### config.mk
export PLATFORM = sky130hd
export DESIGN_NAME = queen_count_display
export DESIGN_NICKNAME = d
export VERILOG_FILES = /design/src/rtl/queen_count_display.sv
export SDC_FILE = /design/constraint.sdc
export NUM_CORES = 1
export LEC_CHECK = 0
export ABC_AREA = 1
export CORE_MARGIN = 2
export CORE_UTILIZATION = 50
export CTS_BUF_LIST = sky130_fd_sc_hd__clkbuf_8
export CTS_CLUSTER_SIZE = 8
export DETAILED_ROUTE_END_ITERATION = 8
export GPL_TIMING_DRIVEN = 0
export PLACE_DENSITY_LB_ADDON = 0.08
export SLEW_MARGIN = 20
export SYNTH_ARGS = -nofsm -noshare
export SYNTH_HDL_FRONTEND = slang
export SYNTH_SLANG_ARGS = --single-unit
### constraint.sdc
create_clock -name sysClk -period 2.2 [get_ports sysClk]
set_input_delay 0.22 -clock sysClk [delete_from_list [all_inputs] [get_ports sysClk]]
set_output_delay 0.22 -clock sysClk [all_outputs]
set_load 0.01 [all_outputs]
### src/rtl/queen_count_display.sv
// rtl/queen_count_display.sv - 32-bit solution count to multiplexed 8-digit 7-segment display
//
// Captures an unsigned 32-bit count on a load request, converts it to ten BCD
// digits with an iterative double-dabble (one shift per clock), latches the low
// eight digits into a display register and scans them onto a common-anode
// 8-digit 7-segment display with leading-zero blanking and overflow dashes.
//
// Ports:
//   sysClk     in   1   system clock, rising edge
//   reset      in   1   synchronous active-high reset, clears all state
//   result     in  32   unsigned count from the solver
//   load       in   1   capture-and-convert request, honoured only when idle
//   busy       out  1   conversion in progress
//   bcd_valid  out  1   display register holds a completed conversion
//   bcd        out 32   displayed BCD digits, digit 0 in [3:0]
//   overflow   out  1   last converted value exceeded 99,999,999
//   segments   out  8   active-low {dp, g, f, e, d, c, b, a}; dp always off
//   anodes     out  8   active-low one-hot digit enable, [0] = least significant

module queen_count_display #(
    parameter int REFRESH_BITS = 16
) (
    input  logic        sysClk,
    input  logic        reset,
    input  logic [31:0] result,
    input  logic        load,
    output logic        busy,
    output logic        bcd_valid,
    output logic [31:0] bcd,
    output logic        overflow,
    output logic [7:0]  segments,
    output logic [7:0]  anodes
);

    typedef enum logic {
        IDLE    = 1'b0,
        CONVERT = 1'b1
    } state_t;

    localparam logic [6:0] SEG_BLANK = 7'h7F;
    localparam logic [6:0] SEG_DASH  = 7'h3F;

    // Registered state
    state_t                  state_q,     state_d;
    logic [31:0]             shift_q,     shift_d;
    logic [39:0]             acc_q,       acc_d;
    logic [4:0]              iter_q,      iter_d;
    logic                    busy_q,      busy_d;
    logic                    bcd_valid_q, bcd_valid_d;
    logic [31:0]             bcd_q,       bcd_d;
    logic                    overflow_q,  overflow_d;
    logic [REFRESH_BITS-1:0] scan_q,      scan_d;

    // Double-dabble step: add-3 correction followed by a one-bit left shift
    logic [39:0] acc_adj;
    logic [39:0] acc_shifted;

    always_comb begin
        acc_adj = '0;
        for (int i = 0; i < 10; i++) begin
            if (acc_q[i*4 +: 4] >= 4'd5) begin
                acc_adj[i*4 +: 4] = acc_q[i*4 +: 4] + 4'd3;
            end else begin
                acc_adj[i*4 +: 4] = acc_q[i*4 +: 4];
            end
        end
        acc_shifted = {acc_adj[38:0], shift_q[31]};
    end

    // Conversion FSM and display register
    always_comb begin
        state_d     = state_q;
        shift_d     = shift_q;
        acc_d       = acc_q;
        iter_d      = iter_q;
        busy_d      = busy_q;
        bcd_valid_d = bcd_valid_q;
        bcd_d       = bcd_q;
        overflow_d  = overflow_q;
        scan_d      = scan_q + REFRESH_BITS'(1);

        case (state_q)
            IDLE: begin
                if (load) begin
                    shift_d = result;
                    acc_d   = '0;
                    iter_d  = '0;
                    busy_d  = 1'b1;
                    state_d = CONVERT;
                end
            end
            CONVERT: begin
                acc_d   = acc_shifted;
                shift_d = {shift_q[30:0], 1'b0};
                iter_d  = iter_q + 5'd1;
                // iter_q == 31 means this edge performs the 32nd shift, so the
                // post-shift accumulator is the finished result.
                if (iter_q == 5'd31) begin
                    bcd_d       = acc_shifted[31:0];
                    overflow_d  = |acc_shifted[39:32];
                    bcd_valid_d = 1'b1;
                    busy_d      = 1'b0;
                    state_d     = IDLE;
                end
            end
            default: begin
                state_d = IDLE;
                busy_d  = 1'b0;
            end
        endcase
    end

    always_ff @(posedge sysClk) begin
        if (reset) begin
            state_q     <= IDLE;
            shift_q     <= '0;
            acc_q       <= '0;
            iter_q      <= '0;
            busy_q      <= 1'b0;
            bcd_valid_q <= 1'b0;
            bcd_q       <= '0;
            overflow_q  <= 1'b0;
            scan_q      <= '0;
        end else begin
            state_q     <= state_d;
            shift_q     <= shift_d;
            acc_q       <= acc_d;
            iter_q      <= iter_d;
            busy_q      <= busy_d;
            bcd_valid_q <= bcd_valid_d;
            bcd_q       <= bcd_d;
            overflow_q  <= overflow_d;
            scan_q      <= scan_d;
        end
    end

    assign busy      = busy_q;
    assign bcd_valid = bcd_valid_q;
    assign bcd       = bcd_q;
    assign overflow  = overflow_q;

    // Display scan: everything below is combinational from registered state,
    // so the anode and segment pattern always change together with scan_q.
    function automatic logic [6:0] seg_code(input logic [3:0] v);
        logic [6:0] c;
        case (v)
            4'd0:    c = 7'h40;
            4'd1:    c = 7'h79;
            4'd2:    c = 7'h24;
            4'd3:    c = 7'h30;
            4'd4:    c = 7'h19;
            4'd5:    c = 7'h12;
            4'd6:    c = 7'h02;
            4'd7:    c = 7'h78;
            4'd8:    c = 7'h00;
            4'd9:    c = 7'h10;
            default: c = SEG_BLANK;
        endcase
        return c;
    endfunction

    logic [2:0] digit_idx;
    logic [3:0] digit_val;
    logic [7:0] zero_from;   // zero_from[i]: digits i..7 are all zero
    logic [6:0] seg_sel;

    assign digit_idx = scan_q[REFRESH_BITS-1 -: 3];
    assign digit_val = bcd_q[{digit_idx, 2'b00} +: 4];

    always_comb begin
        zero_from    = '0;
        zero_from[7] = (bcd_q[31:28] == 4'd0);
        for (int i = 6; i >= 0; i--) begin
            zero_from[i] = zero_from[i+1] & (bcd_q[i*4 +: 4] == 4'd0);
        end
    end

    always_comb begin
        seg_sel = seg_code(digit_val);
        if (overflow_q) begin
            seg_sel = SEG_DASH;
        end else if ((digit_idx != 3'd0) && zero_from[digit_idx]) begin
            seg_sel = SEG_BLANK;
        end
    end

    assign segments = {1'b1, seg_sel};
    assign anodes   = ~(8'd1 << digit_idx);

endmodule

Word level (Yosys, flattened, before mapping)
Memories as Yosys holds them, arrays and structs flattened.
Index checks and enable logic that the tools add are counted.
Cells by class
  eq/ne operators: 3
  bitwise gates (word level): 9
  reductions and logical operators: 13
  magnitude comparators: 11
  shift operators: 2
  add/sub/neg operators: 12
  muxes and demuxes: 26
Operators with widths (count)
  $pmux 40 s2: 1
  $pmux 32 s2: 1
  $ge 4x3->1 const B: 10
  $mux 40: 1
  $add 4x2->4 const B: 9
  $mux 4: 9
  $logic_not 4->1: 8
  $mux 32: 1
  $shiftx 32x6->4: 1
  $add 16x1->16 const B: 1
  $mux 7: 2
  $pmux 5 s2: 1
  $not 8->8: 1
  $reduce_or 8->1: 1
  $shl 1x3->8 const A: 1
  $and 1x1->1: 7
  $add 5x1->5 const B: 1
  $eq 5x5->1 const B: 1
  $mux 1: 5
  $mux 5: 1
  $lt 3x4->1 const B: 1
  $pmux 1 s2: 2
  $reduce_and 2->1: 2
  $add 3x2->3 const B: 1
  other kinds (7): 7
Storage, ports and cells
  memories kept: 1
  ROM bits: 112
  register bits: 129
  logic and storage cells: 86
  output and inout bits: 51
Memories
  (no name shown): words 16, width 7, rd ports 1, clocked after memory_dff 0, wr ports 0, line 146  | case (v)

Depth between registers and ports, before layout
  depth after elaboration: 13
  gate-level depth with buffers: 14

Worst setup path before layout
OpenSTA, ideal clock, no wires.
  kind: reg2out
  from: reg scan_q[13]
  to: out segments[5]
  path buffers: 2
  stages on the path, launching flop included: 15
  arrival: 1524 ps
  slack: 456 ps
  required time: 1980 ps
  cells stage by stage: dfxtp_1 -> buf_6 -> inv_2 -> buf_6 -> nand2_1 -> nor2_1 -> nor2_1 -> nand3_1 -> nand2_1 -> inv_1 -> ha_1 -> inv_1 -> nand3_1 -> nand3_1 -> nand3_1
On the way
  cells in the longest elaborated chain, start to end: 5
  elaborated cells on any way between the ends: 8
  those cells by class: 1 x shift; 4 x mux; 2 x reduce/logical; 1 x memory
RTL lines
  start, declared: line 52  | logic [REFRESH_BITS-1:0] scan_q, scan_d;
  start signal, assigned: line 133  | scan_q <= scan_d;
  branches (longest 3 deep; another with $mem_v2 16x7)
  $mux 7 (*): line 182  | end else if ((digit_idx != 3'd0) && zero_from[digit_idx]) begin
  $mux 7 (*): line 180  | if (overflow_q) begin
  end, declared: line 31  | output logic [7:0] segments,
Mark *: on every way between the ends. The select of a mux whose other input is x is not followed.

Worst setup path after layout
Same ends and word-level chain as after synthesis.

==> impl_metrics.json <==
{
  "critPathLaunchType": "flop",
  "routedWlPerCell_microns": 14.2,
  "clock_power_share_pct": 41.4,
  "syn_avg_cell_area_sq_um": 6.86,
  "max_cap_violations": 0,
  "async_flop_share_pct": 0,
  "drtIter0Drc": 471,
  "synth.distinct_cells": 39,
  "cts_root_buf": "clkbuf_8",
  "setup_viol": 7,
  "areaGrowthSynthToFinish_pct": 23.1,
  "finalNonFillerCells": 1292,
  "placedCellCount": 1251,
  "vias_per_cell": 5.10,
  "synthCells": 993,
  "rsz0062_at_grt": "true",
  "tritoncts": "built",
  "worst_slew_pin_slew_ns": 0.750,
  "finalHoldViolations": 0,
  "synth-main-ff-cell": "dfxtp_1",
  "gr-total-overflow": 0,
  "die_y_microns": 121,
  "gp_congestion": 0.933,
  "dr.pass1.iters": 5,
  "status": "finished, violations left",
  "start_util_pct": 51.2,
  "io_buffers": 82,
  "leakage_nw": 3.60,
  "switching_share_pct": 24.1,
  "insertion_delay_ns": 0.44,
  "path_class": "reg -> out",
  "antenna_found_initial": 0,
  "pwr_density_cell_mw_per_mm2": 558,
  "antenna_left": 0,
  "ir_drop_uv": 297,
  "synth_area_leader_cell": "dfxtp_1",
  "slew_headroom_pct": 50.0,
  "num_antenna_cells": 0,
  "worst_ep_required_time_ns": 1.98,
  "combPwrFrac_pct": 7.3,
  "critical_path.max_fanout": 8,
  "via_count": 6587,
  "fp.dieW_microns": 121,
  "critPathCaptureType": "output port",
  "yosysTopAreaCellShare_pct": 37.9,
  "cp.arrival_ns": 2.22,
  "die_area_sq_mm": 0.0146,
  "drcViolationCount": 0,
  "finalMaxSlewViolations": 0,
  "hold_ws_ns": 0.223,
  "layout-drive-gt1-share_pct": 10.5,
  "finalCritPeriodShare_pct": 111,
  "final_nets": 1167,
  "grt_pass1_wl_microns": 29800,
  "synth_edf_count": 0,
  "hold_class": "in -> reg",
  "clkTransAtPathRegs_ns": 0.07,
  "core_area_sq_mm": 0.0133,
  "totalWireLength_microns": 18300,
  "final.setup_skew_ns": 0.00855,
  "finalCoreUtilization_pct": 63.1,
  "row_count": 42,
  "cts_hold_buf": 0,
  "dp_hpwl_microns": 13300,
  "seqPwrFrac_pct": 51.3,
  "cts_buffers": 17,
  "netlist_top_cells_area": "dfxtp_1, nand2_1, inv_1",
  "yosys.cell_count.top_type": "nand2_1",
  "cts.sinks": 129,
  "ys_seq_area_share_pct": 37.9,
  "synthesis.nets": 1056,
  "gr-usage-all-layers_pct": 26.1,
  "p_int_mw": 3.55,
  "netlist_area_sq_mm": 0.00681,
  "fin_crit_ns": 2.44,
  "violations": "negative setup slack",
  "cts_max_level": 4,
  "p_switching_mw": 1.13,
  "setup_ws_ns": -0.237,
  "synth_seq_cells": 129,
  "grt_start_max_net_pins": 17,
  "fin_tns_setup_ns": -1.19,
  "netlist_top_cells_count": "nand2_1, inv_1, dfxtp_1",
  "grt_pass1_vias": 6082,
  "max_freq_mhz": 410,
  "synth_warnings": 0,
  "io_pins": 86,
  "clockBufferDepth": 2
}
layer usage:
layer / global-route usage [%] / up-vias / part of all wire, %
met3: 4.67 / 48 / 4.8
met1: 33.7 / 2975 / 46
met5: 0 / - / 0
li1: - / 3381 / -
met4: 11.2 / 0 / 3.2
met2: 42.8 / 183 / 46
state kept, by name (all words and copies together), names as in the netlist:
name       count
acc_q         40
bcd           32
shift_q       32
scan_q        16
iter_q         5
bcd_valid      1
busy           1
overflow       1
state_q        1
through the flow:
step,worst slack (ns),power (mW),cell area (sq um)
detailed placement,-0.271,2.80,7850
global route,-0.366,4.84,8390
global placement,-0.243,2.80,7850
CTS,-0.230,4.71,8340
floorplan,0.456,2.65,6810
finish,-0.237,4.68,8390
critical path, stage by stage (launching register included):
cell	delay (ns)
dfxtp_4	0.41
inv_4	0.05
buf_8	0.13
nand2_4	0.08
nor2_1	0.05
nor2_1	0.12
nand3_2	0.12
nand2_4	0.14
inv_2	0.05
ha_1	0.17
inv_1	0.07
nand3_2	0.08
nand3_1	0.07
nand3_1	0.07
buf_2	0.15
layout make-up:
type,count,area (sq um)
Buffer,41,206
Clock buffer,23,317
Clock inverter,8,61.3
Fill cell,1289,4910
Inverter,165,627
Multi-Input combinational cell,657,3480
Sequential cell,129,2590
Tap cell,176,220
Timing Repair Buffer,93,883
cell families after synthesis:
logic type / after synthesis / synth area share, %
xor+xnor: 16 / 2.06
other cells: 1 / 0.0551
fa+ha+maj: 28 / 5.14
flops: 129 / 37.9
buf+inv: 207 / 12.2
simple gates: 430 / 27.1
compound gates: 182 / 15.5
power groups by stage:
stage,Clock (mW),Sequential (mW),Combinational (mW)
global route,2.05,2.40,0.384
finish,1.94,2.40,0.343
detailed placement,0,2.45,0.344
floorplan,0,2.45,0.199
CTS,1.97,2.40,0.345
global placement,0,2.45,0.343
path summary, 6_finish.rpt:
path	from	end	slack (ns)	cells past startpoint
min	reset	overflow	0.22	4
max	scan_q[13]	segments[5]	-0.24	14
min reg2reg	scan_q[0]	scan_q[0]	0.45	1
max reg2reg	iter_q[0]	bcd[25]	0.20	9
placed cells by master, fill, tap and decap left out, types with 8 or more instances in the layout:
master and instances:
o21ai_0 61, o21a_1 8, nand4_1 8, xor2_1 16
clkbuf_8 23, a22oi_1 11, o211ai_1 8, inv_1 158
a21oi_1 53, dfxtp_1 127, nand3_1 77, buf_4 9
nand2_1 218, ha_1 25, nor3_1 11, o22ai_1 24
buf_2 19, clkdlybuf4s50_1 75, nor2_1 85, clkbuf_1 18
nand2_2 8
repair_timing:
item / CTS / global route
gates resized for setup: 49 / 11
hold endpoints to repair: 0 / 0
setup buffers: 10 / 1
setup endpoints to repair: 7 / 7
pin swaps: 15 / 11
No activity file was read; power rests on OpenSTA's default activity.
